File: src/rtl/multicycle_ctrl_if.sv
// multicycle_ctrl_if
// Bundles the datapath-facing signals of the multi-cycle MIPS controller.
//   slave  : controller side (takes opcode/flags/handshake, drives strobes)
//   master : datapath/environment side (drives opcode/flags/handshake)
// Signals:
//   Op_i, Zero_i, MemReady_i           - opcode, ALU zero flag, memory ready
//   PCWrite_o .. PCSource_o            - datapath control strobes and selects
//   Illegal_o, State_o, InstCnt_o      - debug/status outputs
interface multicycle_ctrl_if #(
  parameter int CNT_W = 32
);
  logic [5:0]       Op_i;
  logic             Zero_i;
  logic             MemReady_i;
  logic             PCWrite_o;
  logic             PCWriteCond_o;
  logic             IorD_o;
  logic             MemRead_o;
  logic             MemWrite_o;
  logic             IRWrite_o;
  logic             MemtoReg_o;
  logic             RegDst_o;
  logic             RegWrite_o;
  logic             ALUSrcA_o;
  logic [1:0]       ALUSrcB_o;
  logic [1:0]       ALUOp_o;
  logic [1:0]       PCSource_o;
  logic             Illegal_o;
  logic [3:0]       State_o;
  logic [CNT_W-1:0] InstCnt_o;

  modport slave (
    input  Op_i, Zero_i, MemReady_i,
    output PCWrite_o, PCWriteCond_o, IorD_o, MemRead_o, MemWrite_o,
           IRWrite_o, MemtoReg_o, RegDst_o, RegWrite_o, ALUSrcA_o,
           ALUSrcB_o, ALUOp_o, PCSource_o, Illegal_o, State_o, InstCnt_o
  );

  modport master (
    output Op_i, Zero_i, MemReady_i,
    input  PCWrite_o, PCWriteCond_o, IorD_o, MemRead_o, MemWrite_o,
           IRWrite_o, MemtoReg_o, RegDst_o, RegWrite_o, ALUSrcA_o,
           ALUSrcB_o, ALUOp_o, PCSource_o, Illegal_o, State_o, InstCnt_o
  );
endinterface

File: src/rtl/multicycle_ctrl.sv
// multicycle_ctrl
// Control FSM for a multi-cycle MIPS datapath (R-type, addi, lw, sw, beq, j).
// Memory accesses wait on MemReady_i; a retired-instruction counter is kept.
// Ports:
//   clk_i  - clock, rising edge
//   rst_i  - asynchronous active-low reset
//   bus    - multicycle_ctrl_if.slave: opcode/flags in, control strobes out
module multicycle_ctrl #(
  parameter int CNT_W = 32
) (
  input  logic              clk_i,
  input  logic              rst_i,
  multicycle_ctrl_if.slave  bus
);

  typedef enum logic [3:0] {
    FETCH  = 4'd0,
    DECODE = 4'd1,
    MEMADR = 4'd2,
    MEMRD  = 4'd3,
    MEMWB  = 4'd4,
    MEMWR  = 4'd5,
    EXEC   = 4'd6,
    RWB    = 4'd7,
    BRANCH = 4'd8,
    JUMP   = 4'd9,
    ADDIEX = 4'd10,
    ADDIWB = 4'd11
  } state_t;

  localparam logic [5:0] OP_RTYPE = 6'b000000;
  localparam logic [5:0] OP_ADDI  = 6'b001000;
  localparam logic [5:0] OP_LW    = 6'b100011;
  localparam logic [5:0] OP_SW    = 6'b101011;
  localparam logic [5:0] OP_BEQ   = 6'b000100;
  localparam logic [5:0] OP_J     = 6'b000010;

  state_t           state, next_state;
  logic [CNT_W-1:0] inst_cnt;
  logic             retire;

  logic       pc_write, pc_write_cond, iord, mem_read, mem_write, ir_write;
  logic       memto_reg, reg_dst, reg_write, alu_src_a, illegal;
  logic [1:0] alu_src_b, alu_op, pc_source;

  always_ff @(posedge clk_i or negedge rst_i) begin
    if (!rst_i) state <= FETCH;
    else        state <= next_state;
  end

  // Retire pulse comes from the last state of each instruction; counter wraps.
  always_ff @(posedge clk_i or negedge rst_i) begin
    if (!rst_i)      inst_cnt <= '0;
    else if (retire) inst_cnt <= inst_cnt + CNT_W'(1);
  end

  always_comb begin
    next_state    = FETCH;
    retire        = 1'b0;
    pc_write      = 1'b0;
    pc_write_cond = 1'b0;
    iord          = 1'b0;
    mem_read      = 1'b0;
    mem_write     = 1'b0;
    ir_write      = 1'b0;
    memto_reg     = 1'b0;
    reg_dst       = 1'b0;
    reg_write     = 1'b0;
    alu_src_a     = 1'b0;
    alu_src_b     = 2'b00;
    alu_op        = 2'b00;
    pc_source     = 2'b00;
    illegal       = 1'b0;
    unique case (state)
      FETCH: begin
        // PC+4 is computed every fetch cycle but only committed with the IR.
        mem_read  = 1'b1;
        alu_src_b = 2'b01;
        ir_write  = bus.MemReady_i;
        pc_write  = bus.MemReady_i;
        next_state = bus.MemReady_i ? DECODE : FETCH;
      end
      DECODE: begin
        alu_src_b = 2'b11;
        case (bus.Op_i)
          OP_RTYPE:      next_state = EXEC;
          OP_ADDI:       next_state = ADDIEX;
          OP_LW, OP_SW:  next_state = MEMADR;
          OP_BEQ:        next_state = BRANCH;
          OP_J:          next_state = JUMP;
          default: begin
            illegal    = 1'b1;
            next_state = FETCH;
          end
        endcase
      end
      MEMADR: begin
        alu_src_a  = 1'b1;
        alu_src_b  = 2'b10;
        next_state = (bus.Op_i == OP_SW) ? MEMWR : MEMRD;
      end
      MEMRD: begin
        mem_read   = 1'b1;
        iord       = 1'b1;
        next_state = bus.MemReady_i ? MEMWB : MEMRD;
      end
      MEMWB: begin
        reg_write = 1'b1;
        memto_reg = 1'b1;
        retire    = 1'b1;
      end
      MEMWR: begin
        mem_write  = 1'b1;
        iord       = 1'b1;
        retire     = bus.MemReady_i;
        next_state = bus.MemReady_i ? FETCH : MEMWR;
      end
      EXEC: begin
        alu_src_a  = 1'b1;
        alu_op     = 2'b10;
        next_state = RWB;
      end
      RWB: begin
        reg_write = 1'b1;
        reg_dst   = 1'b1;
        retire    = 1'b1;
      end
      ADDIEX: begin
        alu_src_a  = 1'b1;
        alu_src_b  = 2'b10;
        next_state = ADDIWB;
      end
      ADDIWB: begin
        reg_write = 1'b1;
        retire    = 1'b1;
      end
      BRANCH: begin
        alu_src_a     = 1'b1;
        alu_op        = 2'b01;
        pc_write_cond = 1'b1;
        pc_source     = 2'b01;
        retire        = 1'b1;
      end
      JUMP: begin
        pc_write  = 1'b1;
        pc_source = 2'b10;
        retire    = 1'b1;
      end
      default: next_state = FETCH;
    endcase
  end

  // Strobes are gated by reset directly so they drop without a clock edge.
  assign bus.PCWrite_o     = rst_i & pc_write;
  assign bus.PCWriteCond_o = rst_i & pc_write_cond;
  assign bus.IorD_o        = rst_i & iord;
  assign bus.MemRead_o     = rst_i & mem_read;
  assign bus.MemWrite_o    = rst_i & mem_write;
  assign bus.IRWrite_o     = rst_i & ir_write;
  assign bus.MemtoReg_o    = rst_i & memto_reg;
  assign bus.RegDst_o      = rst_i & reg_dst;
  assign bus.RegWrite_o    = rst_i & reg_write;
  assign bus.ALUSrcA_o     = rst_i & alu_src_a;
  assign bus.ALUSrcB_o     = rst_i ? alu_src_b : 2'b00;
  assign bus.ALUOp_o       = rst_i ? alu_op    : 2'b00;
  assign bus.PCSource_o    = rst_i ? pc_source : 2'b00;
  assign bus.Illegal_o     = rst_i & illegal;
  assign bus.State_o       = state;
  assign bus.InstCnt_o     = inst_cnt;

endmodule

File: src/flat_wrapper.sv
// flat-port wrapper written by rule: the top's interface ports become plain ports
module multicycle_ctrl_flat 
#(
  parameter int CNT_W = 32
)
  (clk_i, rst_i, bus_Op_i, bus_Zero_i, bus_MemReady_i, bus_PCWrite_o, bus_PCWriteCond_o, bus_IorD_o, bus_MemRead_o, bus_MemWrite_o, bus_IRWrite_o, bus_MemtoReg_o, bus_RegDst_o, bus_RegWrite_o, bus_ALUSrcA_o, bus_ALUSrcB_o, bus_ALUOp_o, bus_PCSource_o, bus_Illegal_o, bus_State_o, bus_InstCnt_o);
  multicycle_ctrl_if #(.CNT_W(CNT_W)) bus_i ();
  input  logic clk_i;
  input  logic rst_i;
  input wire logic [$bits(bus_i.Op_i)-1:0] bus_Op_i;
  input wire logic [$bits(bus_i.Zero_i)-1:0] bus_Zero_i;
  input wire logic [$bits(bus_i.MemReady_i)-1:0] bus_MemReady_i;
  output wire logic [$bits(bus_i.PCWrite_o)-1:0] bus_PCWrite_o;
  output wire logic [$bits(bus_i.PCWriteCond_o)-1:0] bus_PCWriteCond_o;
  output wire logic [$bits(bus_i.IorD_o)-1:0] bus_IorD_o;
  output wire logic [$bits(bus_i.MemRead_o)-1:0] bus_MemRead_o;
  output wire logic [$bits(bus_i.MemWrite_o)-1:0] bus_MemWrite_o;
  output wire logic [$bits(bus_i.IRWrite_o)-1:0] bus_IRWrite_o;
  output wire logic [$bits(bus_i.MemtoReg_o)-1:0] bus_MemtoReg_o;
  output wire logic [$bits(bus_i.RegDst_o)-1:0] bus_RegDst_o;
  output wire logic [$bits(bus_i.RegWrite_o)-1:0] bus_RegWrite_o;
  output wire logic [$bits(bus_i.ALUSrcA_o)-1:0] bus_ALUSrcA_o;
  output wire logic [$bits(bus_i.ALUSrcB_o)-1:0] bus_ALUSrcB_o;
  output wire logic [$bits(bus_i.ALUOp_o)-1:0] bus_ALUOp_o;
  output wire logic [$bits(bus_i.PCSource_o)-1:0] bus_PCSource_o;
  output wire logic [$bits(bus_i.Illegal_o)-1:0] bus_Illegal_o;
  output wire logic [$bits(bus_i.State_o)-1:0] bus_State_o;
  output wire logic [$bits(bus_i.InstCnt_o)-1:0] bus_InstCnt_o;
  assign bus_i.Op_i = bus_Op_i;
  assign bus_i.Zero_i = bus_Zero_i;
  assign bus_i.MemReady_i = bus_MemReady_i;
  assign bus_PCWrite_o = bus_i.PCWrite_o;
  assign bus_PCWriteCond_o = bus_i.PCWriteCond_o;
  assign bus_IorD_o = bus_i.IorD_o;
  assign bus_MemRead_o = bus_i.MemRead_o;
  assign bus_MemWrite_o = bus_i.MemWrite_o;
  assign bus_IRWrite_o = bus_i.IRWrite_o;
  assign bus_MemtoReg_o = bus_i.MemtoReg_o;
  assign bus_RegDst_o = bus_i.RegDst_o;
  assign bus_RegWrite_o = bus_i.RegWrite_o;
  assign bus_ALUSrcA_o = bus_i.ALUSrcA_o;
  assign bus_ALUSrcB_o = bus_i.ALUSrcB_o;
  assign bus_ALUOp_o = bus_i.ALUOp_o;
  assign bus_PCSource_o = bus_i.PCSource_o;
  assign bus_Illegal_o = bus_i.Illegal_o;
  assign bus_State_o = bus_i.State_o;
  assign bus_InstCnt_o = bus_i.InstCnt_o;
  multicycle_ctrl #(.CNT_W(CNT_W)) u_core (.clk_i(clk_i), .rst_i(rst_i), .bus(bus_i));
endmodule
File: config.mk
export PLATFORM = sky130hd
export DESIGN_NAME = multicycle_ctrl_flat
export DESIGN_NICKNAME = d
export VERILOG_FILES = /design/src/rtl/multicycle_ctrl_if.sv /design/src/rtl/multicycle_ctrl.sv /design/src/flat_wrapper.sv
export SDC_FILE = /design/constraint.sdc
export NUM_CORES = 1
export LEC_CHECK = 0
export ABC_AREA = 1
export CORE_ASPECT_RATIO = 0.75
export CORE_MARGIN = 10
export CORE_UTILIZATION = 40
export DETAILED_ROUTE_END_ITERATION = 12
export GPL_TIMING_DRIVEN = 0
export PLACE_DENSITY = 0.72
export SETUP_SLACK_MARGIN = 0.15
export SYNTH_ARGS = -nofsm -noshare
export SYNTH_HDL_FRONTEND = slang
export SYNTH_SLANG_ARGS = --single-unit
File: constraint.sdc
create_clock -name clk_i -period 1.8 [get_ports clk_i]
set_input_delay 0.27 -clock clk_i [delete_from_list [all_inputs] [get_ports clk_i]]
set_output_delay 0.27 -clock clk_i [all_outputs]
set_load 0.01 [all_outputs]
==> results.py <==
metrics = {
    "cts": {
        "cts.htree.levels": 2,
        "root_buffer": "clkbuf_8",
        "cts_made_buffers": 5,
        "cts_tree": "done",
        "worstSkewPairLatency_ns": 0.30,
        "cts.clk_slew.worst_paths_ns": 0.07,
        "cts_buffer_depth": 2,
        "clock_sinks": 36,
    },
    "logic_synthesis": {
        "synth_most_common_cell": "nand2_1",
        "postSynthAreaPerCell_sq_um": 6.82,
        "synth.area.top_cells": "dfrtp_1 (38%), nand2_1 (18%), nor2_1 (8.6%), nand3_1 (6.2%), inv_1 (5.7%)",
        "synth_area_sq_um": 2360,
        "synth-async-reset-ratio_pct": 100,
        "synth_top_area_share_pct": 38.2,
        "synth_cells": 346,
        "synth-warning-count": 0,
        "synth_cell_types": 28,
        "syn_nets": 357,
        "synth_edf_count": 0,
        "synth-seq-cells": 36,
        "ys_seq_area_share_pct": 38.2,
        "synth_largest_area_cell": "dfrtp_1",
        "synth_flop_cell": "dfrtp_1",
        "synth_commonest_cells": "nand2_1 (114), nor2_1 (54), dfrtp_1 (36), inv_1 (36), nand3_1 (29)",
    },
    "grt": {
        "grt.overflow.total": 0,
        "grt_antenna_before_repair": 0,
        "grt_max_degree": 37,
        "gr-usage-all-layers_pct": 16.3,
        "grt_pass1_vias": 2613,
        "grt_pass1_wl_mm": 12.3,
    },
    "final_layout": {
        "utilization_pct": 67.9,
        "layout.nets": 460,
        "diodes": 0,
        "layout-drive-gt1-share_pct": 36.0,
        "syn_to_final_growth_pct": 66.0,
    },
    "timing": {
        "slew_viol_final": 0,
        "fin_crit_sh_pct": 105,
        "setup_slack_ns": -0.0892,
        "hold_viol_final": 0,
        "max_freq_mhz": 529,
        "relSlewSlack_pct": 66.0,
        "tightestPinTransition_ns": 0.510,
        "grt_setup_unrepaired": "yes",
        "min_period_ns": 1.89,
        "finClkSkew_ns": 0.00758,
        "setup_violations": 12,
    },
    "min_path": {
        "hold_depth": 4,
        "hp-start": "bus_Op_i[2]",
        "whs_endpoint": "u_core.bus.State_o[2]",
        "hold_class": "input pin to flip-flop",
    },
    "pwr": {
        "power_density_nw_per_um2": 738,
        "leakage_nw": 1.82,
        "design_power_total_w": 0.00289,
        "peakVddDrop_v": 0.000399,
    },
    "critical_path": {
        "worstPathArrival_ns": 2.08,
        "r2r-start": "u_core.bus.State_o[3]",
        "r2r_cells": 11,
        "endpoint_kind": "flip-flop",
        "start_kind": "flip-flop",
        "reg2reg_slack_ns": -0.09,
        "critical_path_class": "flip-flop to flip-flop",
        "required_ns": 1.99,
        "crit_fanout": 7,
        "r2r_end": "u_core.bus.InstCnt_o[22]",
    },
    "routing": {
        "via_count": 2851,
        "wl_mm": 8.73,
        "avgRoutedWirePerCell_um": 16.5,
        "vias_per_cell": 5.40,
        "drc": 0,
        "detail-route-antenna-nets": 0,
        "drtPass1Iterations": 6,
        "drt_iter0_drc": 205,
    },
    "die": {
        "dieArea_sq_um": 9400,
        "fp.dieW_um": 109,
        "num_rows": 24,
        "fp.dieH_um": 86.5,
        "start_util_pct": 40.9,
        "core_area_sq_um": 5770,
        "ioPinCount": 63,
    },
    "outcome": {
        "violations": "setup timing",
        "status": "finished, violations left",
    },
    "job": {
        "maxCapViolCount": 0,
    },
    "placement": {
        "place_congestion": 0.864,
        "io_buffers": 61,
        "detailed_place_hpwl_mm": 5.09,
    },
}
registers in the layout, indices dropped and copies added (netlist names):
name	count
u_core.bus.InstCnt_o	32
u_core.bus.State_o	4
per-stage QoR:
step	area (sq um)	setup WS, ns	hold slack (ns)	std cells	TNS [ns]
2_1_floorplan	2360	0.193	-0.0256	346	0
3_3_place_gp	3070	-1.94	0.491	485	-44.29
3_5_place_dp	3070	-0.822	0.425	485	-11.19
4_1_cts	3440	0.0183	0.504	517	0
5_1_grt	3920	-0.140	0.437	528	-1.34
6_report	3920	-0.0892	0.436	528	-0.435
timing repair:
action | CTS | global route
gates resized for setup | 109 | 103
buffers inserted | 22 | 7
endpoints found under the setup margin | 28 | 54
hold endpoints to repair | 36 | 0
pin swaps | 14 | 29
cloned | 0 | 4
hold buffers | 2 | 0
kinds of logic after synthesis:
family	count (synthesis)	share of synthesized area (%)
compound gates	11	2.60
xor+xnor	18	6.68
fa+ha+maj	1	0.530
buf+inv	45	8.59
flops	36	38.2
simple gates	235	43.4
final cells by class:
cell class	count	area [sq um]
timing repair buffer	95	915
inverter	39	169
fill	445	1850
tap	78	97.6
multi-input combinational	266	1630
sequential	36	921
buffer	6	71.3
clock inverter	3	42.5
clock buffer	5	68.8
layer usage:
metal / GRT usage, % / vias to the layer above / part of all wire [%]
met5: 0 / - / 0
met4: 5.73 / 0 / 2.5
met1: 20.5 / 1392 / 40
met3: 4.52 / 21 / 7.5
met2: 26.1 / 124 / 50
li1: - / 1314 / -
worst max path at each step:
stage	start	endpoint	slack [ns]	cells past startpoint
floorplan	u_core.bus.State_o[3]	bus_Illegal_o	0.19	5
global placement	rst_i	bus_Illegal_o	-1.94	6
detailed placement	rst_i	bus_PCSource_o[0]	-0.82	6
CTS	u_core.bus.State_o[3]	bus_Illegal_o	0.02	6
global route	u_core.bus.State_o[3]	u_core.bus.InstCnt_o[22]	-0.14	11
finish	u_core.bus.State_o[3]	u_core.bus.InstCnt_o[22]	-0.09	11
power breakdown:
group / total (W) / switching, W / internal, W
clock network: 0.000728 / 0.000318 / 0.000410
logic: 0.00119 / 0.000650 / 0.000536
registers: 0.000978 / 0.000101 / 0.000878
critical path, cell delays in order (launching register included):
cell       delay [ns]
dfrtp_2          0.46
buf_6            0.14
buf_12           0.11
nor2_4           0.14
buf_6            0.13
buf_6            0.09
nand3_4          0.08
nand3_4          0.19
clkbuf_16        0.20
nand3_1          0.09
nand2_1          0.10
nand2_1          0.05
cell usage in the layout (no fill, tap or decap), drive strengths merged:
cell / synthesis / final
dlygate4sd3: 0 / 1
nor3: 9 / 9
buf: 6 / 53
dlymetal6s2s: 0 / 3
a21oi: 3 / 3
and2: 1 / 1
xor2: 3 / 3
dfrtp: 36 / 36
nand3b: 2 / 2
clkinv: 0 / 2
clkinvlp: 0 / 1
xnor2: 15 / 15
nor2: 58 / 58
nand4: 15 / 15
ha: 1 / 1
clkbuf: 0 / 9
a31oi: 1 / 1
nand2: 117 / 117
o211ai: 2 / 2
bufinv: 0 / 1
inv: 39 / 38
or2: 2 / 2
clkdlybuf4s50: 0 / 38
o21ai: 5 / 5
nand3: 31 / 32
dlygate4sd2: 0 / 2
Power figures use the tool's default switching activity.
